$ cat src/rtl/cmd_sequencer.sv
// cmd_sequencer: buffers 12-bit flight command words in a small FIFO and
// replays them to the drone controller. Each command is held on the outputs
// for HOLD_CYCLES clocks. When the FIFO is not empty, consecutive commands
// are issued back-to-back, exactly HOLD_CYCLES apart.
//
// Optional feature: define CMDSEQ_HOVER_ON_IDLE_EN to return all three
// command outputs to hover (3'b000) when the sequencer goes idle. When the
// macro is undefined, the last issued command stays on the outputs while idle.
module cmd_sequencer #(
  parameter int DEPTH       = 8,   // power of two, 2..64
  parameter int HOLD_CYCLES = 50   // 1..65535
) (
  input  logic                     clk,
  input  logic                     reset,
  input  logic                     in_valid,
  input  logic [11:0]              in_cmd,
  output logic                     in_ready,
  output logic [2:0]               altcmd,
  output logic [2:0]               dircmd0,
  output logic [2:0]               dircmd1,
  output logic                     cmd_strobe,
  output logic                     busy,
  output logic [$clog2(DEPTH):0]   fifo_count,
  output logic [15:0]              cmd_total
);

  localparam int AW = $clog2(DEPTH);
  localparam int CW = AW + 1;
  localparam logic [15:0] HOLD_RELOAD = 16'(HOLD_CYCLES - 1);

  typedef enum logic {
    IDLE = 1'b0,
    HOLD = 1'b1
  } state_e;

  state_e         state_q, state_d;
  logic [15:0]    hold_cnt_q, hold_cnt_d;
  logic [AW-1:0]  wr_ptr_q, rd_ptr_q;
  logic [CW-1:0]  count_q, count_d;
  logic [8:0]     mem_q [DEPTH];   // reserved bits [11:9] are not stored
  logic [2:0]     alt_q, dir0_q, dir1_q;
  logic           strobe_q;
  logic [15:0]    total_q;
  logic           push, pop;
  logic [8:0]     head;

  // Accept a word only when space was free at the start of the cycle.
  assign push = in_valid && in_ready;
  assign head = mem_q[rd_ptr_q];

  // State register.
  always_ff @(posedge clk) begin
    // NOTE: sequential state uses non-blocking (<=) so every register samples
    // pre-edge values, independent of the order of the statements.
    if (reset) state_q <= IDLE;
    else       state_q <= state_d;
  end

  // Next-state logic: decides when to pop, and reloads the hold counter.
  always_comb begin
    // NOTE: every signal assigned here gets a default first, so no path
    // leaves it unassigned and no latch is inferred.
    state_d    = state_q;
    pop        = 1'b0;
    hold_cnt_d = hold_cnt_q;
    unique case (state_q)
      IDLE: begin
        if (count_q != '0) begin
          pop     = 1'b1;
          state_d = HOLD;
        end
      end
      HOLD: begin
        if (hold_cnt_q == 16'd0) begin
          if (count_q != '0) pop = 1'b1;
          else               state_d = IDLE;
        end else begin
          hold_cnt_d = hold_cnt_q - 16'd1;
        end
      end
      default: state_d = IDLE;
    endcase
    if (pop) hold_cnt_d = HOLD_RELOAD;
  end

  // Output logic derived from registered state only (no path from in_valid).
  always_comb begin
    busy     = (state_q == HOLD);
    in_ready = (count_q < CW'(DEPTH));
  end

  // FIFO occupancy. A simultaneous push and pop leaves the count unchanged.
  always_comb begin
    count_d = count_q;
    unique case ({push, pop})
      2'b10:   count_d = count_q + CW'(1);
      2'b01:   count_d = count_q - CW'(1);
      default: count_d = count_q;
    endcase
  end

  // FIFO storage. A word written during reset is orphaned by the pointer reset.
  always_ff @(posedge clk) begin
    // NOTE: the storage array has no reset. Validity is tracked only by the
    // pointers and the count, so clearing the data would add logic for nothing.
    if (push) mem_q[wr_ptr_q] <= in_cmd[8:0];
  end

  // Pointers, count and hold counter. Pointers wrap naturally modulo DEPTH.
  always_ff @(posedge clk) begin
    if (reset) begin
      wr_ptr_q   <= '0;
      rd_ptr_q   <= '0;
      count_q    <= '0;
      hold_cnt_q <= 16'd0;
    end else begin
      if (push) wr_ptr_q <= wr_ptr_q + AW'(1);
      if (pop)  rd_ptr_q <= rd_ptr_q + AW'(1);
      count_q    <= count_d;
      hold_cnt_q <= hold_cnt_d;
    end
  end

  // Command output registers, issue strobe and issued-command total.
  always_ff @(posedge clk) begin
    if (reset) begin
      alt_q    <= 3'b000;
      dir0_q   <= 3'b000;
      dir1_q   <= 3'b000;
      strobe_q <= 1'b0;
      total_q  <= 16'd0;
    end else begin
      strobe_q <= pop;
      if (pop) begin
        alt_q   <= head[8:6];
        dir0_q  <= head[5:3];
        dir1_q  <= head[2:0];
        total_q <= total_q + 16'd1;
      end
`ifdef CMDSEQ_HOVER_ON_IDLE_EN
      else if (state_q == HOLD && state_d == IDLE) begin
        alt_q  <= 3'b000;
        dir0_q <= 3'b000;
        dir1_q <= 3'b000;
      end
`endif
    end
  end

  assign altcmd     = alt_q;
  assign dircmd0    = dir0_q;
  assign dircmd1    = dir1_q;
  assign cmd_strobe = strobe_q;
  assign fifo_count = count_q;
  assign cmd_total  = total_q;

endmodule
$ cat config.mk
export PLATFORM = sky130hd
export DESIGN_NAME = cmd_sequencer
export DESIGN_NICKNAME = d
export VERILOG_FILES = /design/src/rtl/cmd_sequencer.sv
export SDC_FILE = /design/constraint.sdc
export NUM_CORES = 1
export LEC_CHECK = 0
export ABC_CLOCK_PERIOD_IN_PS = 7750
export BUFFER_PORTS_ARGS = -buffer_cell sky130_fd_sc_hd__buf_2
export CAP_MARGIN = 10
export CORE_MARGIN = 1
export CORE_UTILIZATION = 40
export DETAILED_ROUTE_END_ITERATION = 10
export SLEW_MARGIN = 10
export SYNTH_ARGS = -nofsm -noshare
export SYNTH_HDL_FRONTEND = slang
export SYNTH_SLANG_ARGS = --single-unit
$ cat constraint.sdc
create_clock -name clk -period 7.75 [get_ports clk]
set_input_delay 0.3875 -clock clk [delete_from_list [all_inputs] [get_ports clk]]
set_output_delay 0.3875 -clock clk [all_outputs]
set_load 0.005 [all_outputs]
==> flow_summary.html <==
<table>
<tr><th>Metric</th><th>Value</th></tr>
<tr><th colspan="2">Detailed routing</th></tr>
<tr><td>Number of design rule violations left after detail routing</td><td>0</td></tr>
<tr><td>Antenna Nets Post-Route</td><td>0</td></tr>
<tr><td>Post-detailed-route via-to-cell ratio</td><td>5.59</td></tr>
<tr><td>DRT iter0 DRCs</td><td>272</td></tr>
<tr><td>Detailed-route wire length per cell</td><td>17.2 µm</td></tr>
<tr><td>First drt pass iteration count</td><td>4</td></tr>
<tr><td>Total number of vias</td><td>3607</td></tr>
<tr><td>Final WL</td><td>11100 µm</td></tr>
<tr><th colspan="2">Hold path</th></tr>
<tr><td>Hold depth</td><td>1</td></tr>
<tr><td>Hold-critical path endpoint</td><td>mem_q[0][4]$_DFFE_PP_</td></tr>
<tr><td>Launch instance of the worst min-delay path</td><td>in_cmd[4]</td></tr>
<tr><td>Worst min-delay path class</td><td>primary input to flop</td></tr>
<tr><th colspan="2">STA</th></tr>
<tr><td>WHS</td><td>0.241 ns</td></tr>
<tr><td>Total Neg Setup Slack</td><td>0 ns</td></tr>
<tr><td>Number of hold violations in the final report</td><td>0</td></tr>
<tr><td>Final Max Slew Viols</td><td>0</td></tr>
<tr><td>Worst-case headroom to the max-slew limit</td><td>31.0%</td></tr>
<tr><td>Final Skew</td><td>0.00828 ns</td></tr>
<tr><td>Setup violators final</td><td>0</td></tr>
<tr><td>Slew at the pin closest to its max-slew limit</td><td>1.03 ns</td></tr>
<tr><td>Crit share post-route</td><td>46.0%</td></tr>
<tr><td>Final Critical Period</td><td>3.56 ns</td></tr>
<tr><td>Achievable frequency</td><td>281 MHz</td></tr>
<tr><td>Setup repair after global routing missed its margin</td><td>false</td></tr>
<tr><th colspan="2">Yosys</th></tr>
<tr><td>Most used DFF post-synth</td><td>sky130_fd_sc_hd__edfxtp_1</td></tr>
<tr><td>Number of library cell types mapped by synthesis</td><td>53</td></tr>
<tr><td>Fraction of registers with async set or reset after synthesis</td><td>0%</td></tr>
<tr><td>Number of cells produced by synthesis</td><td>416</td></tr>
<tr><td>Number of flops mapped to enable cells by yosys</td><td>72</td></tr>
<tr><td>Net Count, Synth</td><td>439</td></tr>
<tr><td>Syn. warnings</td><td>0</td></tr>
<tr><td>Fraction of the yosys area taken by sequential cells</td><td>59.5%</td></tr>
<tr><td>Post-synthesis register bit count</td><td>125</td></tr>
<tr><td>Mean cell area of the mapped netlist</td><td>13.0 µm²</td></tr>
<tr><td>Post-Synthesis Cell Area</td><td>5410 µm²</td></tr>
<tr><th colspan="2">Power and ir drop</th></tr>
<tr><td>Power per standard cell area</td><td>394 nW/µm²</td></tr>
<tr><td>Worst voltage drop across the vdd grid</td><td>0.000194 V</td></tr>
<tr><td>Leakage dissipation</td><td>2.23 nW</td></tr>
<tr><th colspan="2">Setup path</th></tr>
<tr><td>Highest fanout seen on the critical path</td><td>16</td></tr>
<tr><td>Critical path data arrival time</td><td>3.90 ns</td></tr>
<tr><td>Slowest cell on the critical path</td><td>sky130_fd_sc_hd__a41o_1</td></tr>
<tr><td>Biggest cell delay along the critical path</td><td>0.60 ns</td></tr>
<tr><td>Reg2Reg Launch Point</td><td>hold_cnt_q[0]$_SDFFE_PP0P_</td></tr>
<tr><td>Data required time at the worst endpoint</td><td>8.09 ns</td></tr>
<tr><td>Ordered cell list for the critical path</td><td>inv_1 -&gt; ha_1 -&gt; nor3b_2 -&gt; a41o_1 -&gt; nand2_1 -&gt; inv_1 -&gt; ha_1 -&gt; xor2_1 -&gt; ha_1 -&gt; a21oi_1 -&gt; xor2_1 -&gt; or3_1 -&gt; a21oi_1</td></tr>
<tr><td>Worst-case reg-to-reg path depth</td><td>13</td></tr>
<tr><td>Setup slack of the worst register-to-register path</td><td>4.19 ns</td></tr>
<tr><td>Critical setup path kind</td><td>flop to flop</td></tr>
<tr><td>Worst reg2reg path endpoint</td><td>fifo_count[2]$_SDFFE_PP0P_</td></tr>
<tr><td>Kind of capture point of the worst setup path</td><td>flop</td></tr>
<tr><td>Most frequent cell on the critical path</td><td>sky130_fd_sc_hd__ha_1</td></tr>
<tr><td>Kind of start point of the critical path</td><td>flop</td></tr>
<tr><th colspan="2">Die</th></tr>
<tr><td>Initial Utilization</td><td>40.9%</td></tr>
<tr><td>Standard-cell rows</td><td>42</td></tr>
<tr><td>Die X</td><td>118 µm</td></tr>
<tr><td>Vertical die dimension</td><td>118 µm</td></tr>
<tr><td>Die outline area</td><td>14000 µm²</td></tr>
<tr><td>I/O pin count</td><td>47</td></tr>
<tr><td>Floorplan core area</td><td>13200 µm²</td></tr>
<tr><th colspan="2">Layout</th></tr>
<tr><td>Synthesis-to-finish area growth</td><td>17.8%</td></tr>
<tr><td>Final core utilization</td><td>48.2%</td></tr>
<tr><td>Final-stage net count</td><td>479</td></tr>
<tr><td>Share of cells above drive strength 1</td><td>24.5%</td></tr>
<tr><td>Non-filler instance count after layout</td><td>645</td></tr>
<tr><td>Commonest cells after routing, fill and taps aside</td><td>sky130_fd_sc_hd__edfxtp_1 (72), sky130_fd_sc_hd__dfxtp_1 (53), sky130_fd_sc_hd__buf_2 (43)</td></tr>
<tr><td>Most common library cell in the layout ignoring fill and taps</td><td>sky130_fd_sc_hd__edfxtp_1</td></tr>
<tr><td>Number of antenna repair diodes</td><td>0</td></tr>
<tr><th colspan="2">Clock tree</th></tr>
<tr><td>Number of cells upsized or downsized after cts</td><td>0</td></tr>
<tr><td>CTS buffer count</td><td>17</td></tr>
<tr><td>Clock latency of the later-clocked register in the worst-skew pair</td><td>0.41 ns</td></tr>
<tr><td>Largest buffer count on any clock path</td><td>2</td></tr>
<tr><td>Clk sink count</td><td>125</td></tr>
<tr><td>Worst-path clk slew</td><td>0.06 ns</td></tr>
<tr><td>TritonCTS clock tree</td><td>done</td></tr>
<tr><td>Number of H-tree branching levels</td><td>4</td></tr>
<tr><td>Setup bufs post-CTS</td><td>0</td></tr>
<tr><td>Post-cts hold buffer count</td><td>0</td></tr>
<tr><td>Clock tree root driver cell</td><td>sky130_fd_sc_hd__clkbuf_16</td></tr>
<tr><th colspan="2">Global routing</th></tr>
<tr><td>Combined global-route utilization of all metal layers</td><td>17.2%</td></tr>
<tr><td>Antenna violations before repair</td><td>0</td></tr>
<tr><td>Via count of the first global-routing pass</td><td>3514</td></tr>
<tr><td>Total grt overflow</td><td>0</td></tr>
<tr><td>Maximum number of pins on one net before global-route repair</td><td>51</td></tr>
<tr><td>Wire length of the first global-routing pass</td><td>18300 µm</td></tr>
<tr><th colspan="2">Flow run</th></tr>
<tr><td>Max-cap violations</td><td>0</td></tr>
<tr><th colspan="2">Placed design</th></tr>
<tr><td>DPL Wire Length</td><td>6880 µm</td></tr>
<tr><td>Weighted congestion reported at the end of routability-driven placement</td><td>0.742</td></tr>
<tr><td>IO buf count</td><td>43</td></tr>
<tr><td>Cell total after placement</td><td>613</td></tr>
<tr><th colspan="2">Outcome</th></tr>
<tr><td>Status</td><td>finished clean</td></tr>
</table>
state kept, by name (all words and copies together) (netlist names), 3 cells and up:
signal,flops
altcmd,3
rd_ptr_q,3
fifo_count,4
mem_q,72
dircmd1,3
hold_cnt_q,16
dircmd0,3
cmd_total,16
wr_ptr_q,3
logic make-up after synthesis:
family / count (synthesis) / share of synthesized area [%]
simple gates: 128 / 14.1
flops: 125 / 59.5
compound gates: 81 / 10.2
buf+inv: 36 / 3.21
mux: 32 / 10.1
fa+ha+maj: 8 / 1.85
xor+xnor: 6 / 0.971
worst max-delay path: cells and delay by family (launching register included):
family | cells | cell delay (ns)
compound gates | 3 | 0.79
xor+xnor | 2 | 0.34
fa+ha+maj | 3 | 0.63
buf+inv | 2 | 0.29
flops | 1 | 0.32
simple gates | 3 | 1.11
routing by layer:
layer  routed length (µm)  global-route usage [%]
met2                 5630                    28.2
met4                  136                    5.69
met3                  370                    5.41
met1                 4940                    21.4
met5                    0                       0
report_power, final:
part	internal, mW	switching (mW)
clock network	0.546	0.283
logic	0.315	0.457
registers	0.807	0.105
how the worst max path moves through the flow:
stage                                from                          to  slack (ns)  depth (start not counted)
6_report       hold_cnt_q[0]$_SDFFE_PP0P_  fifo_count[2]$_SDFFE_PP0P_        4.19                         13
4_1_cts        hold_cnt_q[0]$_SDFFE_PP0P_  fifo_count[2]$_SDFFE_PP0P_        4.18                         13
3_3_place_gp   hold_cnt_q[0]$_SDFFE_PP0P_  fifo_count[2]$_SDFFE_PP0P_        4.32                         13
5_1_grt        hold_cnt_q[0]$_SDFFE_PP0P_  fifo_count[2]$_SDFFE_PP0P_        3.82                         13
3_5_place_dp   hold_cnt_q[0]$_SDFFE_PP0P_  fifo_count[2]$_SDFFE_PP0P_        4.24                         13
2_1_floorplan  fifo_count[1]$_SDFFE_PP0P_  fifo_count[2]$_SDFFE_PP0P_        5.05                         13
layout make-up:
class                           count  area [µm²]
Clock buffer                       21         450
Inverter                           10        37.5
Tap cell                          176         220
Multi-Input combinational cell    255        2030
Timing Repair Buffer               47         245
Fill cell                        1179        6860
Sequential cell                   125        3220
Clock inverter                     11         169
cells in the mapped netlist, drive strengths merged, types with 2 or more instances:
master / count / area, µm²
edfxtp: 72 / 2160
dfxtp: 53 / 1060
a21oi: 30 / 150
nor2: 23 / 86.3
mux4: 18 / 405
buf: 16 / 98.9
nor4: 16 / 143
nand2: 15 / 56.3
or4: 15 / 113
o21ai: 13 / 65.1
mux2i: 12 / 120
nand3: 12 / 60.1
nand4: 11 / 68.8
o31ai: 11 / 82.6
or3: 11 / 68.8
clkbuf: 10 / 37.5
inv: 10 / 37.5
a31o: 9 / 78.8
ha: 8 / 100
nor3: 6 / 30.0
xor2: 5 / 43.8
nand2b: 4 / 25.0
nor2b: 4 / 25.0
o311ai: 3 / 26.3
a31oi: 2 / 12.5
a41o: 2 / 20.0
and3: 2 / 12.5
mux2: 2 / 22.5
nand3b: 2 / 15.0
nand4b: 2 / 17.5
o41ai: 2 / 17.5
metrics by stage:
step,cell area (µm²),worst slack [ns],power (mW)
floorplan,5410,5.05,1.50
global placement,5760,4.32,1.67
detailed placement,5760,4.24,1.70
CTS,6380,4.18,2.53
global route,6380,3.82,2.66
finish,6380,4.19,2.51
Power figures use the tool's default switching activity.
